==> config.mk <==
export PLATFORM = sky130hd
export DESIGN_NAME = lsu_pipe_flat
export DESIGN_NICKNAME = d
export VERILOG_FILES = /design/src/rtl/lsu_pipe_pkg.sv /design/src/rtl/lsu_pipe_if.sv /design/src/rtl/lsu_fifo.sv /design/src/rtl/lsu_pipe.sv /design/src/flat_wrapper.sv
export SDC_FILE = /design/constraint.sdc
export NUM_CORES = 1
export LEC_CHECK = 0
export BUFFER_PORTS_ARGS = -buffer_cell sky130_fd_sc_hd__buf_2
export CORE_MARGIN = 2
export CORE_UTILIZATION = 35
export DETAILED_ROUTE_END_ITERATION = 12
export GPL_ROUTABILITY_DRIVEN = 0
export PLACE_DENSITY = 0.68
export SLEW_MARGIN = 20
export SYNTH_ARGS = -nofsm -noshare
export SYNTH_HDL_FRONTEND = slang
export SYNTH_SLANG_ARGS = --single-unit
==> constraint.sdc <==
create_clock -name clk -period 1.88 [get_ports clk]
set_clock_uncertainty 0.05 [all_clocks]
set_input_delay 0.188 -clock clk [delete_from_list [all_inputs] [get_ports clk]]
set_output_delay 0.188 -clock clk [all_outputs]
set_load 0.05 [all_outputs]
==> src/rtl/lsu_pipe_pkg.sv <==
// -----------------------------------------------------------------------------
// lsu_pipe_pkg
//   Shared definitions for the load/store unit slice.
//   - Default widths/depth used as parameter defaults by lsu_pipe and
//     lsu_pipe_if.
//   - lsu_req_s   : one request as held in the issue register.
//   - lsu_entry_s : one outstanding-FIFO entry (what a response will mean).
//   - lsu_load_data  : writeback formatting of read data (byte zero-extend).
//   - lsu_misaligned : word access with a non-zero low address pair, used only
//                      when LSU_ALIGN_CHECK_EN is defined.
// -----------------------------------------------------------------------------
package lsu_pipe_pkg;

  localparam int LSU_ADDR_W = 32;
  localparam int LSU_DATA_W = 32;
  localparam int LSU_TAG_W  = 5;
  localparam int LSU_DEPTH  = 2;

  typedef struct packed {
    logic                  is_store;
    logic                  byte_op;
    logic [LSU_TAG_W-1:0]  tag;
  } lsu_entry_s;

  typedef struct packed {
    logic                  is_store;
    logic                  byte_op;
    logic [LSU_ADDR_W-1:0] addr;
    logic [LSU_DATA_W-1:0] wdata;
    logic [LSU_TAG_W-1:0]  tag;
  } lsu_req_s;

  localparam int LSU_ENTRY_W = $bits(lsu_entry_s);

  // Byte loads return the addressed byte in bits [7:0], zero-extended.
  function automatic logic [LSU_DATA_W-1:0] lsu_load_data(
    input logic                  is_byte,
    input logic [LSU_DATA_W-1:0] rdata
  );
    if (is_byte) begin
      return {{(LSU_DATA_W-8){1'b0}}, rdata[7:0]};
    end
    return rdata;
  endfunction

  function automatic logic lsu_misaligned(
    input logic       is_byte,
    input logic [1:0] addr_lo
  );
    return !is_byte && (addr_lo != 2'b00);
  endfunction

endpackage

==> src/rtl/lsu_pipe_if.sv <==
// -----------------------------------------------------------------------------
// lsu_pipe_if
//   Data-memory port of the load/store unit.
//   Request channel : mem_valid_o/mem_accept_i with addr, wdata, wen, byte.
//   Response channel: mem_resp_valid_i/mem_yumi_o with rdata.
//   Signal suffixes are from the LSU's point of view.
//   modport master : used by lsu_pipe.
//   modport slave  : used by a memory model / memory controller.
//
//   Handshake: a request transfers on a rising clk edge where mem_valid_o and
//   mem_accept_i are both high; request fields are held stable while
//   mem_valid_o is high and mem_accept_i is low. A response transfers on an
//   edge where mem_resp_valid_i and mem_yumi_o are both high; the memory holds
//   mem_resp_valid_i and mem_rdata_i stable until then. Responses arrive in
//   request order.
// -----------------------------------------------------------------------------
interface lsu_pipe_if
  import lsu_pipe_pkg::*;
#(
  parameter int ADDR_WIDTH_P = LSU_ADDR_W,
  parameter int DATA_WIDTH_P = LSU_DATA_W
);

  logic                    mem_valid_o;
  logic [ADDR_WIDTH_P-1:0] mem_addr_o;
  logic [DATA_WIDTH_P-1:0] mem_wdata_o;
  logic                    mem_wen_o;
  logic                    mem_byte_o;
  logic                    mem_accept_i;
  logic                    mem_resp_valid_i;
  logic [DATA_WIDTH_P-1:0] mem_rdata_i;
  logic                    mem_yumi_o;

  modport master (
    output mem_valid_o, mem_addr_o, mem_wdata_o, mem_wen_o, mem_byte_o,
    output mem_yumi_o,
    input  mem_accept_i, mem_resp_valid_i, mem_rdata_i
  );

  modport slave (
    input  mem_valid_o, mem_addr_o, mem_wdata_o, mem_wen_o, mem_byte_o,
    input  mem_yumi_o,
    output mem_accept_i, mem_resp_valid_i, mem_rdata_i
  );

endinterface

==> src/rtl/lsu_fifo.sv <==
// -----------------------------------------------------------------------------
// lsu_fifo
//   Small circular FIFO holding the outstanding memory accesses in order.
//   Ports:
//     clk, reset    : clock, synchronous active-low reset (clears pointers,
//                     count and storage)
//     push_i/data_i : write one entry at the tail
//     pop_i         : drop the head entry
//     head_o        : oldest entry (meaningful while count_o != 0)
//     count_o       : number of stored entries, 0..DEPTH_P
//   Pointers wrap explicitly at DEPTH_P, so any depth >= 1 works.
//   Push and pop in the same cycle leave the count unchanged and advance both
//   pointers. The owner guarantees no push when full and no pop when empty.
// -----------------------------------------------------------------------------
module lsu_fifo #(
  parameter  int DEPTH_P = 2,
  parameter  int WIDTH_P = 8,
  localparam int PTR_W   = (DEPTH_P > 1) ? $clog2(DEPTH_P) : 1,
  localparam int CNT_W   = $clog2(DEPTH_P + 1)
) (
  input  logic               clk,
  input  logic               reset,
  input  logic               push_i,
  input  logic [WIDTH_P-1:0] data_i,
  input  logic               pop_i,
  output logic [WIDTH_P-1:0] head_o,
  output logic [CNT_W-1:0]   count_o
);

  logic [WIDTH_P-1:0] mem_q [DEPTH_P];
  logic [PTR_W-1:0]   wr_ptr_q, wr_ptr_d;
  logic [PTR_W-1:0]   rd_ptr_q, rd_ptr_d;
  logic [CNT_W-1:0]   cnt_q, cnt_d;

  function automatic logic [PTR_W-1:0] ptr_inc(input logic [PTR_W-1:0] p);
    if (p == PTR_W'(DEPTH_P - 1)) begin
      return '0;
    end
    return p + PTR_W'(1);
  endfunction

  always_comb begin
    wr_ptr_d = wr_ptr_q;
    rd_ptr_d = rd_ptr_q;
    cnt_d    = cnt_q;
    if (push_i) begin
      wr_ptr_d = ptr_inc(wr_ptr_q);
    end
    if (pop_i) begin
      rd_ptr_d = ptr_inc(rd_ptr_q);
    end
    case ({push_i, pop_i})
      2'b10:   cnt_d = cnt_q + CNT_W'(1);
      2'b01:   cnt_d = cnt_q - CNT_W'(1);
      default: cnt_d = cnt_q;
    endcase
  end

  always_ff @(posedge clk) begin
    if (!reset) begin
      wr_ptr_q <= '0;
      rd_ptr_q <= '0;
      cnt_q    <= '0;
      for (int i = 0; i < DEPTH_P; i++) begin
        mem_q[i] <= '0;
      end
    end else begin
      wr_ptr_q <= wr_ptr_d;
      rd_ptr_q <= rd_ptr_d;
      cnt_q    <= cnt_d;
      if (push_i) begin
        mem_q[wr_ptr_q] <= data_i;
      end
    end
  end

  assign head_o  = mem_q[rd_ptr_q];
  assign count_o = cnt_q;

endmodule

==> src/rtl/lsu_pipe.sv <==
// -----------------------------------------------------------------------------
// lsu_pipe
//   Load/store unit between EXE and the data-memory port. An issue register
//   holds one request until memory takes it; an in-order FIFO (lsu_fifo)
//   remembers what each outstanding access was so responses can be routed:
//   load data goes to writeback, store acknowledgements are absorbed.
//
//   Ports:
//     clk, reset        : clock, synchronous active-low reset
//     req_*_i/req_ready_o : request from EXE; transfers when valid && ready
//     mem               : lsu_pipe_if.master, data-memory request/response
//     wb_valid_o/wb_tag_o/wb_data_o/wb_ready_i : load result to writeback;
//                         a load response is consumed only when wb_ready_i
//     busy_o            : a request is in the issue register or outstanding
//     proto_err_o       : sticky; response seen with nothing outstanding
//     align_err_o       : one-cycle pulse after a misaligned word request was
//                         accepted (LSU_ALIGN_CHECK_EN builds only, else 0)
//
//   Build option: define LSU_ALIGN_CHECK_EN to drop misaligned word requests
//   instead of issuing them.
//
//   Capacity: DEPTH_P counts the issue register plus the FIFO entries, so
//   req_ready_o requires cnt + pend < DEPTH_P. The issue register may be
//   refilled in the same cycle memory takes its current contents.
// -----------------------------------------------------------------------------
module lsu_pipe
  import lsu_pipe_pkg::*;
#(
  parameter int ADDR_WIDTH_P = LSU_ADDR_W,
  parameter int DATA_WIDTH_P = LSU_DATA_W,
  parameter int TAG_WIDTH_P  = LSU_TAG_W,
  parameter int DEPTH_P      = LSU_DEPTH
) (
  input  logic                    clk,
  input  logic                    reset,

  input  logic                    req_valid_i,
  input  logic                    req_is_store_i,
  input  logic                    req_byte_i,
  input  logic [ADDR_WIDTH_P-1:0] req_addr_i,
  input  logic [DATA_WIDTH_P-1:0] req_wdata_i,
  input  logic [TAG_WIDTH_P-1:0]  req_tag_i,
  output logic                    req_ready_o,

  lsu_pipe_if.master              mem,

  output logic                    wb_valid_o,
  output logic [TAG_WIDTH_P-1:0]  wb_tag_o,
  output logic [DATA_WIDTH_P-1:0] wb_data_o,
  input  logic                    wb_ready_i,

  output logic                    busy_o,
  output logic                    proto_err_o,
  output logic                    align_err_o
);

  localparam int CNT_W = $clog2(DEPTH_P + 1);

  lsu_req_s          req_q, req_d;
  logic              pend_q, pend_d;
  logic              proto_err_q, proto_err_d;

  logic [CNT_W-1:0]  cnt;
  lsu_entry_s        head;
  lsu_entry_s        push_entry;

  logic              misaligned;
  logic [31:0]       in_flight;
  logic              accept;
  logic              issue;
  logic              push;
  logic              pop;
  logic              resp_live;

  always_comb begin
    misaligned = 1'b0;
`ifdef LSU_ALIGN_CHECK_EN
    misaligned = lsu_misaligned(req_byte_i, req_addr_i[1:0]);
`endif

    in_flight   = 32'(cnt) + 32'(pend_q);
    // The issue slot is free if empty or being drained this cycle.
    req_ready_o = reset && (!pend_q || mem.mem_accept_i) &&
                  (in_flight < 32'(DEPTH_P));
    accept      = req_valid_i && req_ready_o;
    // A misaligned word request is consumed but never reaches memory.
    issue       = accept && !misaligned;

    push        = reset && pend_q && mem.mem_accept_i;
    // Only entries pushed on an earlier edge can be answered: cnt is the
    // registered count, so a same-cycle push does not make cnt non-zero.
    resp_live   = reset && mem.mem_resp_valid_i && (cnt != '0);
    pop         = resp_live && (head.is_store || wb_ready_i);

    pend_d = pend_q;
    if (push) begin
      pend_d = 1'b0;
    end
    if (issue) begin
      pend_d = 1'b1;
    end

    req_d = req_q;
    if (issue) begin
      req_d.is_store = req_is_store_i;
      req_d.byte_op  = req_byte_i;
      req_d.addr     = req_addr_i;
      req_d.wdata    = req_wdata_i;
      req_d.tag      = req_tag_i;
    end

    proto_err_d = proto_err_q ||
                  (reset && mem.mem_resp_valid_i && (cnt == '0));

    push_entry.is_store = req_q.is_store;
    push_entry.byte_op  = req_q.byte_op;
    push_entry.tag      = req_q.tag;
  end

  always_ff @(posedge clk) begin
    if (!reset) begin
      req_q       <= '0;
      pend_q      <= 1'b0;
      proto_err_q <= 1'b0;
    end else begin
      req_q       <= req_d;
      pend_q      <= pend_d;
      proto_err_q <= proto_err_d;
    end
  end

  lsu_fifo #(
    .DEPTH_P (DEPTH_P),
    .WIDTH_P (LSU_ENTRY_W)
  ) u_fifo (
    .clk     (clk),
    .reset   (reset),
    .push_i  (push),
    .data_i  (push_entry),
    .pop_i   (pop),
    .head_o  (head),
    .count_o (cnt)
  );

  // Memory request side: the issue register drives the bus directly.
  assign mem.mem_valid_o = pend_q;
  assign mem.mem_addr_o  = req_q.addr;
  assign mem.mem_wdata_o = req_q.wdata;
  assign mem.mem_wen_o   = req_q.is_store;
  assign mem.mem_byte_o  = req_q.byte_op;
  assign mem.mem_yumi_o  = pop;

  // Writeback: only load responses are visible; data/tag are zero otherwise.
  assign wb_valid_o = resp_live && !head.is_store;
  assign wb_tag_o   = wb_valid_o ? head.tag : '0;
  assign wb_data_o  = wb_valid_o ? lsu_load_data(head.byte_op, mem.mem_rdata_i)
                                 : '0;

  assign busy_o      = reset && (pend_q || (cnt != '0));
  assign proto_err_o = proto_err_q;

`ifdef LSU_ALIGN_CHECK_EN
  logic align_err_q;

  always_ff @(posedge clk) begin
    if (!reset) begin
      align_err_q <= 1'b0;
    end else begin
      align_err_q <= accept && misaligned;
    end
  end

  assign align_err_o = align_err_q;
`else
  assign align_err_o = 1'b0;
`endif

endmodule

==> src/flat_wrapper.sv <==
// flat-port wrapper written by rule: the top's interface ports become plain ports
module lsu_pipe_flat import lsu_pipe_pkg::*;
#(
  parameter int ADDR_WIDTH_P = LSU_ADDR_W,
  parameter int DATA_WIDTH_P = LSU_DATA_W,
  parameter int TAG_WIDTH_P  = LSU_TAG_W,
  parameter int DEPTH_P      = LSU_DEPTH
)
  (clk, reset, req_valid_i, req_is_store_i, req_byte_i, req_addr_i, req_wdata_i, req_tag_i, req_ready_o, wb_valid_o, wb_tag_o, wb_data_o, wb_ready_i, busy_o, proto_err_o, align_err_o, mem_mem_valid_o, mem_mem_addr_o, mem_mem_wdata_o, mem_mem_wen_o, mem_mem_byte_o, mem_mem_yumi_o, mem_mem_accept_i, mem_mem_resp_valid_i, mem_mem_rdata_i);
  lsu_pipe_if #(.ADDR_WIDTH_P(ADDR_WIDTH_P), .DATA_WIDTH_P(DATA_WIDTH_P)) mem_i ();
  input  logic clk;
  input  logic reset;
  input  logic req_valid_i;
  input  logic req_is_store_i;
  input  logic req_byte_i;
  input  logic [ADDR_WIDTH_P-1:0] req_addr_i;
  input  logic [DATA_WIDTH_P-1:0] req_wdata_i;
  input  logic [TAG_WIDTH_P-1:0] req_tag_i;
  output logic req_ready_o;
  output logic wb_valid_o;
  output logic [TAG_WIDTH_P-1:0] wb_tag_o;
  output logic [DATA_WIDTH_P-1:0] wb_data_o;
  input  logic wb_ready_i;
  output logic busy_o;
  output logic proto_err_o;
  output logic align_err_o;
  output wire logic [$bits(mem_i.mem_valid_o)-1:0] mem_mem_valid_o;
  output wire logic [$bits(mem_i.mem_addr_o)-1:0] mem_mem_addr_o;
  output wire logic [$bits(mem_i.mem_wdata_o)-1:0] mem_mem_wdata_o;
  output wire logic [$bits(mem_i.mem_wen_o)-1:0] mem_mem_wen_o;
  output wire logic [$bits(mem_i.mem_byte_o)-1:0] mem_mem_byte_o;
  output wire logic [$bits(mem_i.mem_yumi_o)-1:0] mem_mem_yumi_o;
  input wire logic [$bits(mem_i.mem_accept_i)-1:0] mem_mem_accept_i;
  input wire logic [$bits(mem_i.mem_resp_valid_i)-1:0] mem_mem_resp_valid_i;
  input wire logic [$bits(mem_i.mem_rdata_i)-1:0] mem_mem_rdata_i;
  assign mem_mem_valid_o = mem_i.mem_valid_o;
  assign mem_mem_addr_o = mem_i.mem_addr_o;
  assign mem_mem_wdata_o = mem_i.mem_wdata_o;
  assign mem_mem_wen_o = mem_i.mem_wen_o;
  assign mem_mem_byte_o = mem_i.mem_byte_o;
  assign mem_mem_yumi_o = mem_i.mem_yumi_o;
  assign mem_i.mem_accept_i = mem_mem_accept_i;
  assign mem_i.mem_resp_valid_i = mem_mem_resp_valid_i;
  assign mem_i.mem_rdata_i = mem_mem_rdata_i;
  lsu_pipe #(.ADDR_WIDTH_P(ADDR_WIDTH_P), .DATA_WIDTH_P(DATA_WIDTH_P), .TAG_WIDTH_P(TAG_WIDTH_P), .DEPTH_P(DEPTH_P)) u_core (.clk(clk), .reset(reset), .req_valid_i(req_valid_i), .req_is_store_i(req_is_store_i), .req_byte_i(req_byte_i), .req_addr_i(req_addr_i), .req_wdata_i(req_wdata_i), .req_tag_i(req_tag_i), .req_ready_o(req_ready_o), .mem(mem_i), .wb_valid_o(wb_valid_o), .wb_tag_o(wb_tag_o), .wb_data_o(wb_data_o), .wb_ready_i(wb_ready_i), .busy_o(busy_o), .proto_err_o(proto_err_o), .align_err_o(align_err_o));
endmodule
* After elaboration in Yosys (flattened, before gate mapping)
Memories as Yosys holds them, arrays and structs flattened. A register that Yosys moved wholly into a read port is not among the register bits. Index checks and enable logic that the tools add are counted.
Storage, ports and cells: flip-flop bits (word level) 77, RAM bits 14, bits in read-only memories 0, latch bits 0, memories kept 1, bits of input ports 109
Operators by class: eq/ne operators 2, multipliers 0, order comparisons 1, shift-type cells 0, add/subtract/negate cells 5, reductions and logical operators 22, mux-type cells 25, bitwise gates (word level) 0, div/mod/pow operators 0
Memory list:
- u_core.u_fifo.mem_q | words 2, bits a word 7, read ports 1, clocked after Yosys merged registers in 1, wr ports 2, RTL line lsu_fifo.sv:30 | logic [WIDTH_P-1:0] mem_q [DEPTH_P];
Operators by type and width (number):
- $mux 32 | 3
- $lt 32x2->1 const B | 1
- $mux 1 | 19
- $logic_and 1x1->1 | 11
- $mux 7 | 1
- $reduce_or 7->1 | 1
- $reduce_bool 2->1 | 3
- $mux 5 | 1
- $logic_or 1x1->1 | 4
- $pmux 2 s2 | 1
- $add 2x1->3 | 1
- $add 1x1->1 const B | 2
- $add 2x1->2 const B | 1
- $eq 2x1->1 const B | 1
- $eq 2x2->1 const B | 1
- $logic_not 1->1 | 2
- $logic_not 2->1 | 1
- $sub 2x1->2 const B | 1

* Longest topological paths before layout
depth in word-level cells 7, mapped depth 8, gate-level depth less buffers 7

* By module
A second synthesis with hierarchy kept.
Second synthesis, totals: cells, all modules 428, area, all modules 3973.8 sq um
By module, submodules not included:
- lsu_pipe | cells an instance 361, area each 3173.0 sq um, sequential area each 1461.4 sq um, instances 1
- lsu_fifo | cells an instance 67, area each 800.8 sq um, sequential area each 520.5 sq um, instances 1

* Least setup slack after synthesis
No wires, ideal clock.
path kind reg2reg, from register (tool-made name), to register u_core.u_fifo.cnt_q[1], in the netlist u_core.u_fifo.count_o[1], arrival time 2.184 ns, stages on the path, launching flop included 8, clock period less this slack 2.304 ns, path buffers 1, slack -0.424 ns, cells stage by stage dfxtp_1 > buf_6 > mux2_4 > o21bai_1 > inv_1 > ha_1 > or3_1 > a21oi_1
RTL lines:
- to (signal assigned) | RTL line lsu_fifo.sv:70 | cnt_q <= cnt_d;
- to (decl) | RTL line lsu_fifo.sv:33 | logic [CNT_W-1:0] cnt_q, cnt_d;

==> impl_metrics.py <==
metrics = {
    "run_status": {
        "status": "complete, but fails checks",
        "violations": "negative setup slack",
    },
    "worst_setup_path": {
        "crit_type": "reg -> out",
        "crit_path_max_fanout": 7,
        "rrSetupSlack_ps": -10,
        "slowest_delay_ps": 360,
        "critPathTopFamily": "buffers and inverters",
        "crit_chain": "buf_6 > and2b_2 > a2111oi_4 > buf_4 > and2_2 > buf_8",
        "critPathSlowestCell": "a2111oi_4",
        "required_ps": 1640,
        "crit_buf_inv": 3,
        "crit_path_end_kind": "primary output",
        "cp-start-kind": "register",
        "arrival_ps": 1880,
    },
    "drt": {
        "viasPerCell": 4.47,
        "wl_per_cell_um": 12.9,
        "vias": 3546,
        "drc": 0,
        "first_pass_iters": 4,
        "drtIter0Drc": 81,
        "antenna_left": 0,
        "routed_wl_um": 10200,
    },
    "sta": {
        "min_period_ps": 2120,
        "setup_tns_ps": -5940,
        "report.final.slew_viol_count": 0,
        "rsz0062_at_grt": "true",
        "finalHoldViolCount": 0,
        "finalCritPeriodShare_pct": 113,
        "layout_setup_ws_ps": -242,
        "fmax_ghz": 0.471,
        "finalSetupViolCount": 33,
    },
    "clocking": {
        "cts_max_level": 3,
        "clk_root_buffer_cell": "clkbuf_16",
        "clock_sinks": 92,
        "clk_path_buf_depth": 2,
        "cts_tree": "done",
        "cts.clk_slew.worst_paths_ps": 70,
        "numCtsBuffers": 9,
        "insertion_delay_ps": 330,
    },
    "final_layout": {
        "register_area_mm2": 0.00199,
        "fin_util_pct": 56.2,
        "drive_above_1_share_pct": 46.4,
        "n_fill_cell": 986,
        "n_antenna_cell": 0,
        "syn_to_final_growth_pct": 55.1,
        "nNetsFinal": 758,
        "multi_input_area_mm2": 0.00174,
    },
    "global_routing": {
        "grt.overflow.total": 0,
        "met1_usage_pct": 16.1,
        "track_usage_pct": 16.5,
        "grt_pass1_wl_um": 16800,
        "grt_util_met2_pct": 31.5,
        "grt_max_degree": 79,
        "antenna_found_initial": 0,
        "grt_use_met3_pct": 5.74,
        "grt_pass1_vias": 3685,
        "top_usage_layer": "met2",
    },
    "synthesis": {
        "synth_cell_types": 31,
        "synth_common_cells": "dfxtp_1 (78), mux2i_1 (78), nand2_1 (74), inv_1 (73), and2_1 (31)",
        "synth-seq-area-share_pct": 49.8,
        "synth_top_area_cell": "dfxtp_1",
        "synth_edf_count": 14,
        "synth_top_area_share_pct": 39.2,
        "netlist_instances": 422,
        "synth_area_leaders": "dfxtp_1 (39%), mux2i_1 (20%), edfxtp_1 (11%), nand2_1 (7.0%), inv_1 (6.9%)",
        "ys_warn_count": 0,
        "syn_area_mm2": 0.00398,
        "avgSynthCellArea_um2": 9.43,
        "ys.flop_type": "dfxtp_1",
        "postSynth.asyncResetShare_pct": 0,
        "ys_ff_latch": 92,
        "syn-num-nets": 532,
    },
    "floorplan": {
        "chipWidth_um": 111,
        "io_pins": 219,
        "coreArea_mm2": 0.0110,
        "fp.dieH_um": 111,
        "start_util_pct": 36.2,
        "rows": 38,
        "die_area_mm2": 0.0122,
    },
    "placed_design": {
        "dp_hpwl_um": 7310,
        "portBuffers": 217,
    },
    "min_path": {
        "holdCritPathClass": "in -> reg",
    },
    "power": {
        "peakVddDrop_v": 0.000605,
        "power_per_cell_area_mw_per_mm2": 824,
        "p_leak_nw": 3.48,
    },
    "flow_run": {
        "max_cap_viol_count": 0,
    },
}
==> worst min-delay path, delay by kind of cell <==
kind                   cells  cell delay (ps)
buffers and inverters      2              130
muxes                      1               50
==> area by class of cell <==
cell class	instances	area share, %
inverter	74	4.58
sequential	92	32.2
timing repair buffer	236	27.0
clock inverter	7	1.46
clock buffer	9	3.65
timing repair inverter	1	0.101
tap	140	2.84
multi-input combinational	234	28.2
==> power breakdown <==
part | total (mW) | internal (mW) | switching [mW]
Combinational | 0.984 | 0.306 | 0.678
Clock | 1.90 | 1.16 | 0.740
Sequential | 2.20 | 2.14 | 0.0676
Total | 5.09 | 3.60 | 1.49
==> layer usage <==
layer	vias up	routed length, um
met5	-	0
met4	0	226
met3	14	805
met2	154	5480
met1	1630	3710
li1	1748	-
==> placed cells by master (no fill, tap or decap), types with 5 or more instances in the layout <==
master     instances
nor2_4             5
mux2i_1           78
and2_1            14
buf_2            179
buf_4             12
clkbuf_16          9
and2_4            29
edfxtp_1          14
nor2_1             7
nand2_1           74
dfxtp_1           75
inv_1             72
buf_8             39
==> path summary, 6_finish.rpt <==
kind                                               start                                       to  cells after the start
setup reg to reg                                register    u_core.u_fifo.count_o[1]$_SDFFE_PN0P_                      8
setup / recovery                                register                             wb_data_o[9]                      6
hold reg to reg   u_core.mem.mem_addr_o[27]$_SDFFE_PN0P_   u_core.mem.mem_addr_o[27]$_SDFFE_PN0P_                      2
hold / removal                           req_wdata_i[25]  u_core.mem.mem_wdata_o[25]$_SDFFE_PN0P_                      3
==> stage by stage <==
stage               total power, mW  hold WS, ps  worst slack, ps  std cells  cell area [um^2]
global placement               3.20          374             29.1        771              5320
CTS                            5.14         22.6             -239        793              6050
finish                         5.09         34.2             -242        793              6170
detailed placement             3.22          378            -32.3        771              5320
floorplan                      2.91          270             -220        422              4020
global route                   5.30         35.0             -344        793              6170
==> kinds of logic after synthesis <==
logic type / Yosys count / share of synthesized area [%]
AO/OA/AOI/OAI: 11 / 2.23
XOR/XNOR: 3 / 0.660
adder cells (fa/ha/maj): 1 / 0.314
buffers and inverters: 96 / 10.0
flip-flops: 92 / 49.8
multiplexers: 79 / 20.0
other: 1 / 0.0942
AND/OR/NAND/NOR: 139 / 16.9
==> what timing repair did <==
action / in CTS / in global routing
pin swaps: 21 / 16
cloned: 3 / 0
gates resized for setup: 127 / 38
setup buffers: 3 / 1
endpoints found under the setup margin: 40 / 40
hold buffers: 0 / 0
endpoints found under the hold margin: 0 / 0
==> registers in the layout, summed over array words and instances (netlist names), 2 cells and up, named ones only <==
signal and cells:
u_core.mem.mem_addr_o 32, u_core.mem.mem_wdata_o 32, u_core.u_fifo.mem_q 14, u_core.push_entry 5, u_core.u_fifo.count_o 2
Power figures use the tool's default switching activity.
